[src/rtl/keypad_emulator.sv]
// 4x4 keypad model. It answers an active-low row scan with active-high column lines and plays
// scripted presses with optional LFSR-driven contact bounce.
module keypad_emulator #(
  parameter int unsigned BOUNCE_CYCLES = 16,
  parameter int unsigned HOLD_CYCLES   = 1024,
  parameter int unsigned CNT_W         = 16,
  parameter logic [7:0]  LFSR_SEED     = 8'hA5
) (
  input  logic       clk,
  input  logic       reset,
  input  logic [3:0] row_n,
  input  logic       press_req,
  input  logic [3:0] press_key,
  input  logic       bounce_en,
  output logic [3:0] col,
  output logic       busy,
  output logic       done,
  output logic [3:0] key_q
);

  localparam logic [7:0]       SeedEff    = (LFSR_SEED == 8'h00) ? 8'h01 : LFSR_SEED;
  localparam bit               HasBounce  = (BOUNCE_CYCLES > 0);
  localparam logic [CNT_W-1:0] BounceLoad =
      CNT_W'((BOUNCE_CYCLES > 0) ? (BOUNCE_CYCLES - 1) : 0);
  localparam logic [CNT_W-1:0] HoldLoad   =
      CNT_W'((HOLD_CYCLES > 0) ? (HOLD_CYCLES - 1) : 0);

  typedef enum logic [1:0] {
    StIdle,
    StMakeBounce,
    StHold,
    StBreakBounce
  } state_e;

  state_e           state_q, state_d;
  logic [CNT_W-1:0] cnt_q, cnt_d;
  logic [7:0]       lfsr_q, lfsr_d, lfsr_shift;
  logic             bounce_q, bounce_d;
  logic             done_q, done_d;
  logic [3:0]       key_d;
  logic             contact;
  logic [1:0]       key_row, key_col;

  // Taps x^8+x^6+x^5+x^4+1; maximal length, so a nonzero seed never reaches zero.
  assign lfsr_shift = {lfsr_q[6:0], lfsr_q[7] ^ lfsr_q[5] ^ lfsr_q[4] ^ lfsr_q[3]};

  always_comb begin
    state_d  = state_q;
    cnt_d    = cnt_q;
    lfsr_d   = lfsr_q;
    bounce_d = bounce_q;
    done_d   = 1'b0;
    key_d    = key_q;
    contact  = 1'b0;
    unique case (state_q)
      StIdle: begin
        if (press_req) begin
          key_d    = press_key;
          bounce_d = bounce_en && HasBounce;
          if (bounce_en && HasBounce) begin
            state_d = StMakeBounce;
            cnt_d   = BounceLoad;
          end else begin
            state_d = StHold;
            cnt_d   = HoldLoad;
          end
        end
      end
      StMakeBounce: begin
        contact = lfsr_q[0];
        lfsr_d  = lfsr_shift;
        if (cnt_q == '0) begin
          state_d = StHold;
          cnt_d   = HoldLoad;
        end else begin
          cnt_d = cnt_q - CNT_W'(1);
        end
      end
      StHold: begin
        contact = 1'b1;
        if (cnt_q == '0) begin
          if (bounce_q) begin
            state_d = StBreakBounce;
            cnt_d   = BounceLoad;
          end else begin
            state_d = StIdle;
            done_d  = 1'b1;
          end
        end else begin
          cnt_d = cnt_q - CNT_W'(1);
        end
      end
      StBreakBounce: begin
        contact = lfsr_q[0];
        lfsr_d  = lfsr_shift;
        if (cnt_q == '0) begin
          state_d = StIdle;
          done_d  = 1'b1;
        end else begin
          cnt_d = cnt_q - CNT_W'(1);
        end
      end
      default: state_d = StIdle;
    endcase
  end

  always_ff @(posedge clk) begin
    if (reset) begin
      state_q  <= StIdle;
      cnt_q    <= '0;
      lfsr_q   <= SeedEff;
      bounce_q <= 1'b0;
      done_q   <= 1'b0;
      key_q    <= 4'h0;
    end else begin
      state_q  <= state_d;
      cnt_q    <= cnt_d;
      lfsr_q   <= lfsr_d;
      bounce_q <= bounce_d;
      done_q   <= done_d;
      key_q    <= key_d;
    end
  end

  // Physical position of the latched key: row index and column bit.
  always_comb begin
    key_row = 2'd0;
    key_col = 2'd0;
    unique case (key_q)
      4'h1: begin key_row = 2'd0; key_col = 2'd0; end
      4'h2: begin key_row = 2'd0; key_col = 2'd1; end
      4'h3: begin key_row = 2'd0; key_col = 2'd2; end
      4'hA: begin key_row = 2'd0; key_col = 2'd3; end
      4'h4: begin key_row = 2'd1; key_col = 2'd0; end
      4'h5: begin key_row = 2'd1; key_col = 2'd1; end
      4'h6: begin key_row = 2'd1; key_col = 2'd2; end
      4'hB: begin key_row = 2'd1; key_col = 2'd3; end
      4'h7: begin key_row = 2'd2; key_col = 2'd0; end
      4'h8: begin key_row = 2'd2; key_col = 2'd1; end
      4'h9: begin key_row = 2'd2; key_col = 2'd2; end
      4'hC: begin key_row = 2'd2; key_col = 2'd3; end
      4'hF: begin key_row = 2'd3; key_col = 2'd0; end
      4'h0: begin key_row = 2'd3; key_col = 2'd1; end
      4'hE: begin key_row = 2'd3; key_col = 2'd2; end
      4'hD: begin key_row = 2'd3; key_col = 2'd3; end
      default: ;
    endcase
  end

  assign col  = (contact && !row_n[key_row]) ? 4'(4'b0001 << key_col) : 4'b0000;
  assign busy = (state_q != StIdle);
  assign done = done_q;

endmodule

[config.mk]
export PLATFORM = sky130hd
export DESIGN_NAME = keypad_emulator
export DESIGN_NICKNAME = d
export VERILOG_FILES = /design/src/rtl/keypad_emulator.sv
export SDC_FILE = /design/constraint.sdc
export NUM_CORES = 1
export LEC_CHECK = 0
export BUFFER_PORTS_ARGS = -buffer_cell sky130_fd_sc_hd__buf_2
export CAP_MARGIN = 10
export CORE_MARGIN = 5
export CORE_UTILIZATION = 51
export CTS_BUF_LIST = sky130_fd_sc_hd__clkbuf_4 sky130_fd_sc_hd__clkbuf_8 sky130_fd_sc_hd__clkbuf_16
export CTS_CLUSTER_SIZE = 40
export DETAILED_ROUTE_END_ITERATION = 16
export GPL_TIMING_DRIVEN = 0
export HOLD_SLACK_MARGIN = 0.02
export PLACE_DENSITY = 0.74
export SLEW_MARGIN = 10
export SYNTH_ARGS = -nofsm -noshare
export SYNTH_HDL_FRONTEND = slang
export SYNTH_SLANG_ARGS = --single-unit
[constraint.sdc]
create_clock -name clk -period 2.3 [get_ports clk]
set_clock_uncertainty 0.1 [all_clocks]
set_input_delay 0.345 -clock clk [delete_from_list [all_inputs] [get_ports clk]]
set_output_delay 0.345 -clock clk [all_outputs]
set_load 0.02 [all_outputs]
* Yosys cells after proc, flatten, opt, wreduce, memory -nomap -nowiden
Memories as Yosys holds them, arrays and structs flattened. A register that Yosys moved wholly into a read port is not among the register bits.
Cells that the tools add are included.
** Operators by class
- $add $sub $neg :: 1
- Magnitude comparators :: 1
- Eq/ne operators :: 9
- Shift operators :: 1
- Multiplexer cells :: 24
- Bitwise logic cells :: 3
- Reductions and logical operators :: 9
** Operators with widths (count)
- two-way mux 16 bit :: 5
- one-hot mux 16 bit (4 select lines) :: 1
- zero test 16 bit :: 1
- subtractor 16 x 1 -> 16 bit, second input constant :: 1
- two-way mux 2 bit :: 6
- two-way mux 4 bit :: 3
- two-way mux 10 bit :: 1
- inequality test 2 bit, second input constant :: 5
- one-hot mux 2 bit (4 select lines) :: 1
- == test 2 bit, second input constant :: 2
- two-way mux 1 bit :: 4
- one-hot mux 1 bit (2 select lines) :: 2
- AND reduction 4 bit :: 1
- << shifter 1 x 2 -> 4 bit, first input constant :: 1
- < comparator 2 x 3 -> 1 bit, second input constant :: 1
- inequality test 3 bit, second input constant :: 1
- AND reduction 3 bit :: 1
- XOR 1 bit :: 3
- binary-select mux 1 bit (select 2 bit) :: 1
- == test 2 x 1 -> 1 bit, second input constant :: 1
- zero test 2 bit :: 1
- AND reduction 2 bit :: 1
- nonzero test 2 bit :: 1
- OR reduction 2 bit :: 1
- other kinds (2) :: 2
** Storage, ports and cells
- Register bits after elaboration :: 32
- Bits in read-only memories :: 64
- Input port bits :: 12
- Memories :: 1
** Memories
- (no name shown) :: depth 16, width 4, read ports 1, clocked after memory_dff 1, wr ports 0, RTL line 129 : unique case (key_q)

* Logic depth before layout (Yosys ltp)
Gate-level depths: netlist of run 1.
- Depth in word-level cells :: 5
- Mapped depth :: 7
- Gate-level depth less buffers :: 6

* Worst setup path after synthesis of run 1
No wires, ideal clock.
- Kind :: register -> register
- From :: register cnt_q[9]
- To :: register cnt_q[3]
- Arrival :: 1.877 ns
- Setup slack :: 0.190 ns
- Cell stages (with the launch flop) :: 6
- Cell sequence :: dfxtp_1 -> or4_4 -> or4_4 -> o31ai_4 -> or3_1 -> a31oi_1
** On the way
- Longest elaborated chain between the ends :: 3
- Elaborated cells on any way between the ends :: 7
- Those cells by class :: 2 x eq/ne; 3 x mux; 2 x reduce/logical
** RTL lines
- start: declaration :: RTL line 36 : logic [CNT_W-1:0] cnt_q, cnt_d;
- start signal: assignment :: RTL line 117 : cnt_q <= cnt_d;
- zero test 16 bit * :: RTL line 72, 81, 96
- two-way mux 16 bit, or another cell as far along :: RTL line 81 : if (cnt_q == '0) begin
- one-hot mux 16 bit (4 select lines) / AND reduction 3 bit (equally long branches)
Mark *: on every way between the ends. The rest lies on a longest branch, timed or not.
A chain may end at the register's enable or synchronous reset.

* Worst setup path in the final report of run 1
- From :: register, netlist name key_row[0]
- To :: output col[0]
** On the way
- Longest elaborated chain between the ends :: 5
** RTL lines
- binary-select mux 1 bit (select 2 bit) :: RTL line 150 : assign col = (contact && !row_n[key_row]) ? 4'(4'b0001 << key_col) : 4'b0000;
- two-way mux 1 bit (not written as such) :: RTL line 150
- zero test 1 bit :: RTL line 150
- logical AND 1 bit :: RTL line 150
- two-way mux 4 bit :: RTL line 150
- end: declaration :: RTL line 15 : output logic [3:0] col,
No other way between the ends. The select of a mux whose other input is x is not followed.

==> summary.md, run 1 <==
| Metric | Value |
|---|---|
| Status | `completed` |
| # setup viols final | `0` |
| Dpl cell area | `1976 um2` |
| Worst hold endpoint | `bounce_q$_SDFFE_PP0P_` |
| Library cells used by synthesis | `47` |
| Critical path required time | `1860 ps` |
| PwrDens | `777.7 nW/um2` |
| Fmax | `0.4524 GHz` |
| Synth warn | `0` |
| Clock buffer depth | `2` |
| Drt drc | `0` |
| Clock transition at path regs | `120 ps` |
| Max-cap viol count | `0` |
| Mapped Cells | `209` |
| Hold Fails Final Rpt | `0` |
| Async S/R FF share, synth | `0%` |
| Num rows | `21` |
| Clk Latency, worst-skew pair | `350 ps` |
| Starting DRT DRC Count | `106` |
| Die area | `4859 um2` |
| Number of enable flip-flop cells after synthesis | `0` |
| Hold Path Origin | `bounce_en` |
| Tot GR Track Use | `17.96%` |
| First-pass GRT wire length | `7.134 mm` |
| RSZ-0062 raised after global routing | `yes` |
| Initial core utilization | `53.64%` |
| Initial antenna violation count | `0` |
| R2R Path Start | `cnt_q[9]$_SDFFE_PP0P_` |
| CTS tree | `built` |
| Worst Hold Class | `in -> reg` |
| Die Y-Extent | `69.71 um` |
| DR vias/cell | `5.634` |
| IO Pins | `22` |
| Diode count | `0` |
| Post-Syn Area | `1818 um2` |
| Largest net degree at the start of global routing | `13` |
| DP HPWL | `2.821 mm` |
| Finished Core Util | `62.75%` |
| Die Span X | `69.71 um` |
| Seq cells post-synth | `36` |
| Share of cells above drive strength 1 | `21.01%` |
| Area of the core | `3390 um2` |
| CTS Sinks | `36` |
| Syn Nets | `222` |
| ANT nets after route | `0` |
| Synth-to-Final Area Change | `17.00%` |
| GRT Residual Overflow | `0` |
| Finished Cell Area | `2127 um2` |
| Final period utilization | `96.11%` |
| Crit-path max FO | `4` |
| Peak VDD IR | `0.4201 mV` |
| Vias in the first global route | `1551` |
| WHS Path Cells | `3` |
| Mean Syn Cell Area | `8.699 um2` |
| Worst-Margin Slew | `570.0 ps` |
| CTS Buf Count | `5` |
| Final Critical Period | `2210 ps` |
| Root buffer cell | `clkbuf_4` |
| Final Max Tran Viols | `0` |
| Vias | `1600` |
| Total detailed-routing wirelength | `4.030 mm` |
| Gpl congestion | `0.8455` |
| R2R Path End | `cnt_q[2]$_SDFFE_PP0P_` |
| Leak | `0.0007950 uW` |
| Critical Path End Type | `primary output` |
| WL/cell | `14.19 um` |
| Worst Path Arrival | `1770 ps` |
| Seq/Total Area, Yosys | `39.64%` |
| Worst R2R Path Depth | `5` |
| CP startpoint kind | `flop` |
| Crit path kind | `reg -> out` |
| Slew headroom | `61.02%` |
| Port Buffer Count | `20` |
| First-pass DRT Iterations | `4` |
| FF-to-FF setup slack | `90 ps` |
| H-tree Lvls | `2` |
| Main synth FF type | `dfxtp_1` |
| Post-layout nets | `250` |
[timing repair]
| item | CTS | global route |
|---|---|---|
| hold buffers | 0 | 0 |
| resized for setup | 2 | 13 |
| pin swaps | 0 | 3 |
| setup buffers | 0 | 2 |
| endpoints found under the setup margin | 2 | 25 |
[report_power, final]
part	leakage, uW	internal [uW]	switching (uW)
registers	0.000297	685	64.6
logic	0.000457	192	266
clock network	0.0000412	227	219
[cell families after synthesis]
| family | Yosys count | share of synthesized area [%] |
|---|---|---|
| muxes | 13 | 7.846 |
| adders and majority gates | 1 | 0.6881 |
| and+or+nand+nor | 81 | 24.78 |
| buffers and inverters | 13 | 2.684 |
| AOI/OAI and AO/OA | 55 | 19.55 |
| DFF | 36 | 39.64 |
| xor gates and xnor gates | 10 | 4.818 |
[routing by layer]
metal	wire, um	GRT usage, %	vias up
met5	0	0	-
met4	71	6.383	0
met3	154	5.072	5
met2	1871	28.71	30
met1	1933	23.08	736
li1	-	-	829
[cell type report]
| cell class | instances | area (um2) |
|---|---|---|
| plain buffers | 6 | 23.77 |
| clock buffers | 5 | 37.54 |
| clock inverters | 3 | 42.54 |
| fillers | 297 | 1262 |
| inverters | 6 | 22.52 |
| multi-input cells | 160 | 1104 |
| flip-flops and latches | 36 | 724.4 |
| well taps | 46 | 57.56 |
| repair buffers | 22 | 115.1 |
[stage by stage]
stage	std cells	hold WS, ps	TNS, ps	setup WS [ps]	power, uW
2_1_floorplan	209	341.3	0	190.3	1084
3_3_place_gp	275	352.2	0	50.82	1172
3_5_place_dp	275	364.6	0	7.007	1182
4_1_cts	283	164.4	0	17.64	1632
5_1_grt	284	225.8	-18.07	-8.877	1759
6_report	284	181.5	0	89.50	1654
[cell usage after synthesis (3+ instances only)]
cell	count	area, um2
a21oi_1	19	95.09
o21ai_0	11	55.05
dfxtp_1	36	720.7
nor2_1	25	93.84
o31ai_1	3	22.52
nor2b_1	3	18.77
a31oi_1	4	25.02
a311oi_1	3	26.28
clkbuf_1	6	22.52
a211oi_1	4	30.03
nand2_1	16	60.06
nor4_1	4	25.02
nor3_1	5	25.02
mux2i_1	12	120.1
inv_1	6	22.52
xnor2_1	8	70.07
or3_1	5	31.28
[how the worst max path moves through the flow]
stage	start	end	slack, ps	cells after the start
after CTS	cnt_q[9]$_SDFFE_PP0P_	cnt_q[3]$_SDFFE_PP0P_	20	5
after floorplan	cnt_q[9]$_SDFFE_PP0P_	cnt_q[3]$_SDFFE_PP0P_	190	5
after detailed placement	state_q[0]$_SDFFE_PP0P_	key_row[0]$_DFF_P_	7	6
after global routing	cnt_q[9]$_SDFFE_PP0P_	cnt_q[11]$_SDFFE_PP0P_	-9	5
after global placement	state_q[0]$_SDFFE_PP0P_	key_row[0]$_DFF_P_	50	6
final	key_row[0]$_DFF_P_	col[0]	90	4
[flip-flops by register name, indices dropped and copies added, names as in the netlist]
| register | cells |
|---|---|
| bounce_q | 1 |
| cnt_q | 16 |
| done | 1 |
| key_col | 2 |
| key_q | 4 |
| key_row | 2 |
| lfsr_q | 8 |
| state_q | 2 |
[worst max-delay path, cell delays in order, from the launching register on]
cell and delay (ps):
dfxtp_1 350, mux4_2 540, a21oi_4 170, nor3b_2 180, buf_2 180
[placed cells by master (no fill, tap or decap), types with 3 or more instances in the layout]
| cell type | count |
|---|---|
| mux2i_1 | 10 |
| clkbuf_4 | 5 |
| or3_1 | 5 |
| xnor2_1 | 8 |
| a31oi_1 | 3 |
| nand2_1 | 16 |
| o31ai_1 | 3 |
| a211oi_1 | 4 |
| dfxtp_1 | 35 |
| o21ai_0 | 11 |
| a21oi_1 | 18 |
| nor3_1 | 5 |
| buf_2 | 20 |
| nor4_1 | 3 |
| nor2_1 | 24 |
| a311oi_1 | 3 |
| clkbuf_1 | 4 |
| inv_1 | 6 |
| nor2b_1 | 3 |
Note: power is estimated with default switching activity, not from simulation.
==> run 2: changes to the inputs <==
Settings changed: ABC_AREA set to 1, CORE_UTILIZATION 51 to 52, PLACE_DENSITY 0.74 to 0.75.
==> run 2 against run 1 <==
Flip-flop and latch count unchanged; core utilization is 2.2 points lower; die area rose by 2.6%; critical endpoint unchanged; largest power group is now combinational cells.
==> summary.md, run 2 <==
| Metric | Value |
|---|---|
| Status | `completed (unchanged)` |
| Worst-Margin Slew | `448.3 ps (was 570.0 ps)` |
| Initial core utilization | `52.95% (was 53.64%)` |
| FF-to-FF setup slack | `350 ps (was 90 ps)` |
| Initial antenna violation count | `0 (unchanged)` |
| Share of cells above drive strength 1 | `16.34% (was 21.01%)` |
| Largest net degree at the start of global routing | `12 (was 13)` |
| Max FFs per register | `16 (unchanged)` |
| Number of enable flip-flop cells after synthesis | `0 (unchanged)` |
| Worst slack, placed | `372.3 ps (was 7.007 ps)` |
| Clock buffer depth | `2 (unchanged)` |
| Setup TNS | `0 ps (unchanged)` |
| Die area | `4984 um2 (was 4859 um2)` |
| Synth warn | `0 (unchanged)` |
| DR vias/cell | `4.994 (was 5.634)` |
| Most frequent cells in the layout | `nand2_1, inv_1, nor2_1, dfxtp_1, buf_2 (was dfxtp_1, nor2_1, buf_2, a21oi_1, nand2_1)` |
| Slowest CP cell | `dfxtp_1 (was mux4_2)` |
| Seq cells post-synth | `36 (unchanged)` |
| Peak VDD IR | `0.7145 mV (was 0.4201 mV)` |
| CP cell instances | `inv_1 > buf_2 > nand2_1 > nand2_1 > o211ai_1 > nor3_1 > buf_2 (was mux4_2 > a21oi_4 > nor3b_2 > buf_2)` |
| IO Pins | `22 (unchanged)` |
| Drt drc | `0 (unchanged)` |
| Mapped Cells | `278 (was 209)` |
| Library cells used by synthesis | `33 (was 47)` |
| Die Y-Extent | `70.60 um (was 69.71 um)` |
| Leak | `0.001043 uW (was 0.0007950 uW)` |
| GRT Residual Overflow | `0 (unchanged)` |
| Root buffer cell | `clkbuf_8 (was clkbuf_4)` |
| Slew headroom | `70.00% (was 61.02%)` |
| Busiest layer in global routing | `met2 (unchanged)` |
| R2R Path Start | `cnt_q[0]$_SDFFE_PP0P_ (was cnt_q[9]$_SDFFE_PP0P_)` |
| Post-synth top area cell | `dfxtp_1 (unchanged)` |
| Final Max Tran Viols | `0 (unchanged)` |
| Area of the core | `3606 um2 (was 3390 um2)` |
| Clock transition at path regs | `70 ps (was 120 ps)` |
| Post-synth top area share | `37.75% (was 39.64%)` |
| Final Critical Period | `2064 ps (was 2210 ps)` |
| Post-synth top cells | `nand2_1, dfxtp_1, inv_1, nor2_1, a21oi_1 (was dfxtp_1, nor2_1, a21oi_1, nand2_1, mux2i_1)` |
| Crit-path max FO | `10 (was 4)` |
| Mean Syn Cell Area | `6.868 um2 (was 8.699 um2)` |
| Vias in the first global route | `1526 (was 1551)` |
| Seq/Total Area, Yosys | `37.75% (was 39.64%)` |
| Critical Path End Type | `primary output (unchanged)` |
| Die Span X | `70.60 um (was 69.71 um)` |
| Post-Syn Area | `1909 um2 (was 1818 um2)` |
| Tot GR Track Use | `16.57% (was 17.96%)` |
| Grt met3 use | `4.119% (was 5.072%)` |
| CP startpoint kind | `flop (unchanged)` |
| Worst hold endpoint | `cnt_q[3]$_SDFFE_PP0P_ (was bounce_q$_SDFFE_PP0P_)` |
| Finished Cell Area | `2182 um2 (was 2127 um2)` |
| ANT nets after route | `0 (unchanged)` |
| Vias | `1768 (was 1600)` |
| DP HPWL | `2.937 mm (was 2.821 mm)` |
| Buf+Inv Stages, Crit Path | `3 (was 1)` |
| Largest regs | `cnt_q (16), lfsr_q (8), key_q (4) (unchanged)` |
| Hold Path Origin | `reset (was bounce_en)` |
| # setup viols final | `0 (unchanged)` |
| Critical path required time | `1860 ps (about the same)` |
| Total detailed-routing wirelength | `3.987 mm (was 4.030 mm)` |
| Worst Hold Class | `in -> reg (unchanged)` |
| Critical Path Max Stage Delay | `350 ps (was 540 ps)` |
| Hold buffer count at CTS | `0 (unchanged)` |
| CTS Sinks | `36 (unchanged)` |
| Main synth FF type | `dfxtp_1 (unchanged)` |
| R2R Path End | `cnt_q[10]$_SDFFE_PP0P_ (was cnt_q[2]$_SDFFE_PP0P_)` |
| First-pass DRT Iterations | `4 (unchanged)` |
| Post-layout nets | `318 (was 250)` |
| Fmax | `0.4846 GHz (was 0.4524 GHz)` |
| PwrDens | `1370 nW/um2 (was 777.7 nW/um2)` |
| Count leader, synth | `nand2_1 (was dfxtp_1)` |
| H-tree Lvls | `2 (unchanged)` |
| Synth-to-Final Area Change | `14.29% (was 17.00%)` |
| Starting DRT DRC Count | `112 (was 106)` |
| First-pass GRT wire length | `6.755 mm (was 7.134 mm)` |
| Hold Fails Final Rpt | `0 (unchanged)` |
| CTS Buf Count | `5 (unchanged)` |
| Worst R2R Path Depth | `11 (was 5)` |
| CTS tree | `built (unchanged)` |
| Gpl congestion | `0.8685 (was 0.8455)` |
| Clk Latency, worst-skew pair | `290 ps (was 350 ps)` |
| Commonest non-fill, non-tap cell in the layout | `nand2_1 (was dfxtp_1)` |
| WHS Path Cells | `2 (was 3)` |
| Family with the most delay on the worst path | `buffers and inverters (was multiplexers)` |
| Synth top area cells | `dfxtp_1, nand2_1, inv_1 (was dfxtp_1, mux2i_1, a21oi_1)` |
| Port Buffer Count | `20 (unchanged)` |
| WL/cell | `11.26 um (was 14.19 um)` |
| Register with the most flip-flops | `cnt_q (unchanged)` |
| Num rows | `22 (was 21)` |
| M1 GR Usage | `22.20% (was 23.08%)` |
| Final period utilization | `89.72% (was 96.11%)` |
| Crit path kind | `reg -> out (unchanged)` |
| Max-cap viol count | `0 (unchanged)` |
| Syn Nets | `291 (was 222)` |
| RSZ-0062 raised after global routing | `no (was yes)` |
| Met2 Usage GRT | `25.88% (was 28.71%)` |
| Worst Path Arrival | `1620 ps (was 1770 ps)` |
| PnR worst setup slack | `236.4 ps (was 89.50 ps)` |
| Diode count | `0 (unchanged)` |
| Dpl cell area | `2069 um2 (was 1976 um2)` |
| Async S/R FF share, synth | `0% (unchanged)` |
run 2: cell count changes in the layout (fill, tap and decap cells not counted), moves of 9 or more:
cell and delta:
inv_1 +30, nand2_1 +50, nor2_1 +12, mux2i_1 -9, nand3_1 +14
run 2: worst register-to-register path, cell delays in order (launching register included):
cell,delay (ps)
dfxtp_1,330
inv_1,70
ha_1,230
nand2_1,140
nor2_4,170
nand3_1,160
nand2_1,130
nand2_2,130
nand2_1,100
nand2_1,60
nand2_1,140
nor2_1,70
run 2: repair_timing:
action,CTS,global route
endpoints found under the setup margin,0,4
buffers inserted,0,0
resized for setup,0,2
run 2: layout make-up:
cell class	instances	area (um2)
fill	347	1424
multi-input combinational	198	1011
sequential	36	720.7
inverter	39	148.9
timing repair buffer	20	100.1
clock buffer	6	76.32
tap	48	60.06
clock inverter	2	35.03
buffer	5	30.03
run 2: worst max-delay path by stage:
stage / from / end / depth (start not counted) / slack (ps)
after floorplan: state_q[0]$_SDFFE_PP0P_ / col[0] / 5 / 450
after global placement: cnt_q[0]$_SDFFE_PP0P_ / cnt_q[13]$_SDFFE_PP0P_ / 11 / 390
after detailed placement: cnt_q[0]$_SDFFE_PP0P_ / cnt_q[13]$_SDFFE_PP0P_ / 11 / 370
after CTS: state_q[0]$_SDFFE_PP0P_ / col[0] / 6 / 110
after global routing: state_q[0]$_SDFFE_PP0P_ / col[1] / 7 / 20
final: state_q[0]$_SDFFE_PP0P_ / col[0] / 7 / 240
run 2: report_power, final:
group / internal (uW) / switching [uW]
logic: 504 / 927
registers: 836 / 166
clock network: 333 / 223
total: 1670 / 1320
run 2: per-layer routing:
metal,up-vias,part of all wire [%]
met5,-,0
met4,0,1.2
met3,5,3.8
met2,20,46
met1,805,49
li1,938,-
run 2: cell families (layout without fill, tap and decap cells):
| group | Yosys count | after routing | synth area share (%) |
|---|---|---|---|
| DFF | 36 | 36 | 37.75 |
| and+or+nand+nor | 141 | 141 | 34.40 |
| xor gates and xnor gates | 9 | 9 | 4.128 |
| muxes | 1 | 1 | 0.5243 |
| AOI/OAI and AO/OA | 46 | 46 | 13.24 |
| buffers and inverters | 44 | 72 | 9.305 |
| adders and majority gates | 1 | 1 | 0.6552 |
run 2: per-stage QoR:
| stage | power (uW) | hold WS [ps] | util [%] | std cells |
|---|---|---|---|---|
| after floorplan | 2124 | 323.9 | - | 278 |
| final | 2989 | 273.5 | 60.51 | 354 |
| after CTS | 2991 | 268.5 | 60.48 | 354 |
| after global placement | 2398 | 340.0 | 57.39 | 346 |
| after global routing | 3236 | 289.6 | 60.51 | 354 |
| after detailed placement | 2421 | 344.8 | 57.39 | 346 |
==> run 3: changes to the inputs <==
Settings changed: RECOVER_POWER set to 25, SLEW_MARGIN 10 to unset.
==> run 3 against run 2 <==
Non-clock buffer count did not move; count of clock-buffer cells in the layout did not move; global-route usage did not move; via count fell by 0.11%; core utilization fell by 0.56 points; die area did not move; final cell count did not move; clock power barely moved; fmax rose by 1.3%.
==> summary.md, run 3 (synthesis results as in run 2) <==
| Metric | Value |
|---|---|
| CP startpoint kind | `flop (unchanged)` |
| Num rows | `22 (unchanged)` |
| FF-to-FF setup slack | `350 ps (about the same)` |
| # setup viols final | `0 (unchanged)` |
| Worst Path Arrival | `1590 ps (was 1620 ps)` |
| Post-CTS Setup Bufs | `0 (unchanged)` |
| Clock buffer depth | `2 (unchanged)` |
| Vias | `1766 (was 1768)` |
| Final Critical Period | `2038 ps (was 2064 ps)` |
| Post-layout nets | `318 (unchanged)` |
| Max-cap viol count | `0 (unchanged)` |
| Crit-path max FO | `10 (unchanged)` |
| Drt drc | `0 (unchanged)` |
| WL/cell | `11.23 um (was 11.26 um)` |
| CTS tree | `built (unchanged)` |
| Worst Hold Class | `in -> reg (unchanged)` |
| Register with the most flip-flops | `cnt_q (unchanged)` |
| Final Max Tran Viols | `0 (unchanged)` |
| Largest net degree at the start of global routing | `12 (unchanged)` |
| Worst hold slack | `271.1 ps (was 273.5 ps)` |
| Area of the core | `3606 um2 (unchanged)` |
| PwrDens | `1371 nW/um2 (was 1370 nW/um2)` |
| Synth-to-Final Area Change | `13.24% (was 14.29%)` |
| FF+latch area | `720.7 um2 (unchanged)` |
| Leak | `0.001017 uW (was 0.001043 uW)` |
| Final period utilization | `88.61% (was 89.72%)` |
| Commonest non-fill, non-tap cell in the layout | `nand2_1 (unchanged)` |
| Critical path required time | `1860 ps (about the same)` |
| Port Buffer Count | `20 (unchanged)` |
| Hold Fails Final Rpt | `0 (unchanged)` |
| Starting DRT DRC Count | `109 (was 112)` |
| Largest regs | `cnt_q (16), lfsr_q (8), key_q (4) (unchanged)` |
| DP HPWL | `2.937 mm (unchanged)` |
| CTS Sinks | `36 (unchanged)` |
| Most frequent cells in the layout | `nand2_1, nor2_1, inv_1, dfxtp_1, a21oi_1 (was nand2_1, inv_1, nor2_1, dfxtp_1, buf_2)` |
| First-pass DRT Iterations | `5 (was 4)` |
| Die Span X | `70.60 um (unchanged)` |
| Status | `completed (unchanged)` |
| DR vias/cell | `4.989 (was 4.994)` |
| Max FFs per register | `16 (unchanged)` |
| Die Y-Extent | `70.60 um (unchanged)` |
| Critical Path End Type | `primary output (unchanged)` |
| Initial antenna violation count | `0 (unchanged)` |
| First-pass GRT wire length | `6.755 mm (unchanged)` |
| Clk Latency, worst-skew pair | `290 ps (about the same)` |
| CTS Buf Count | `5 (unchanged)` |
| Share of cells above drive strength 1 | `13.73% (was 16.34%)` |
| Total detailed-routing wirelength | `3.974 mm (was 3.987 mm)` |
| RSZ-0062 raised after global routing | `no (unchanged)` |
| Root buffer cell | `clkbuf_8 (unchanged)` |
| Slew headroom | `67.04% (was 70.00%)` |
| # fillers | `353 (was 347)` |
| Tot GR Track Use | `16.57% (unchanged)` |
| Vias in the first global route | `1526 (unchanged)` |
| Multi-input logic area | `998.5 um2 (was 1011 um2)` |
| GRT Residual Overflow | `0 (unchanged)` |
| Die area | `4984 um2 (unchanged)` |
| ANT nets after route | `0 (unchanged)` |
| IO Pins | `22 (unchanged)` |
| Peak VDD IR | `0.7074 mV (was 0.7145 mV)` |
| Setup TNS | `0 ps (unchanged)` |
| Gpl congestion | `0.8685 (unchanged)` |
| Fmax | `0.4907 GHz (was 0.4846 GHz)` |
| Initial core utilization | `52.95% (unchanged)` |
| H-tree Lvls | `2 (unchanged)` |
| Diode count | `0 (unchanged)` |
| Worst-Margin Slew | `494.4 ps (was 448.3 ps)` |
| Crit path kind | `reg -> out (unchanged)` |
| Clock transition at path regs | `70 ps (about the same)` |
run 3: changes by cell type in the layout (fill, tap and decap cells not counted):
cell      before  now
nor3_1         4    5
buf_2         22   16
clkbuf_1       1    7
nor2_1        36   37
nor2_4         3    2
nor3_2         1    0
run 3: critical path, stage by stage (launching register included):
cell and delay, ps:
dfxtp_1 330, inv_1 90, buf_2 220, nand2_1 100, nand2_1 70, o211ai_1 140, nor3_1 160, buf_2 190
run 3: per-stage QoR:
step / total power, uW / util, % / cell area [um2] / setup slack [ps] / instances
floorplan: 2124 / - / 1909 / 453.4 / 278
global placement: 2398 / 57.39 / 2069 / 386.3 / 346
detailed placement: 2421 / 57.39 / 2069 / 372.3 / 346
CTS: 2991 / 60.48 / 2181 / 107.3 / 354
global route: 3213 / 59.96 / 2162 / 53.09 / 354
finish: 2964 / 59.96 / 2162 / 261.9 / 354
run 3: final cells by class:
| type | instances | share of cell area [%] |
|---|---|---|
| buffer | 5 | 1.331 |
| clock inverter | 2 | 1.620 |
| clock buffer | 6 | 3.530 |
| multi-input combinational | 198 | 46.18 |
| tap | 48 | 2.778 |
| inverter | 39 | 6.887 |
| sequential | 36 | 33.33 |
| timing repair buffer | 20 | 4.340 |
run 3: routing by layer:
layer	share of wire, %	track usage, %
met2	46	25.88
met1	47	22.20
met3	5.9	4.119
met4	1.2	6.263
met5	0	0
run 3: power by group:
part | total, uW | switching [uW] | leakage, uW | internal (uW)
clock network | 556 | 223 | 0.0000586 | 333
registers | 995 | 159 | 0.000297 | 836
logic | 1410 | 922 | 0.000662 | 491
total | 2960 | 1300 | 0.00102 | 1660
run 3: worst paths after layout:
| kind | start | cells past startpoint | end |
|---|---|---|---|
| max reg2reg | cnt_q[0]$_SDFFE_PP0P_ | 11 | cnt_q[10]$_SDFFE_PP0P_ |
| max | state_q[0]$_SDFFE_PP0P_ | 7 | col[3] |
| min reg2reg | lfsr_q[2]$_SDFFE_PP1P_ | 2 | lfsr_q[2]$_SDFFE_PP1P_ |
| min | press_key[2] | 3 | key_q[2]$_SDFFE_PP0P_ |
run 3: timing repair:
item	in CTS	in global routing
hold buffers	0	0
setup endpoints to repair	0	4
gates resized for setup	0	2
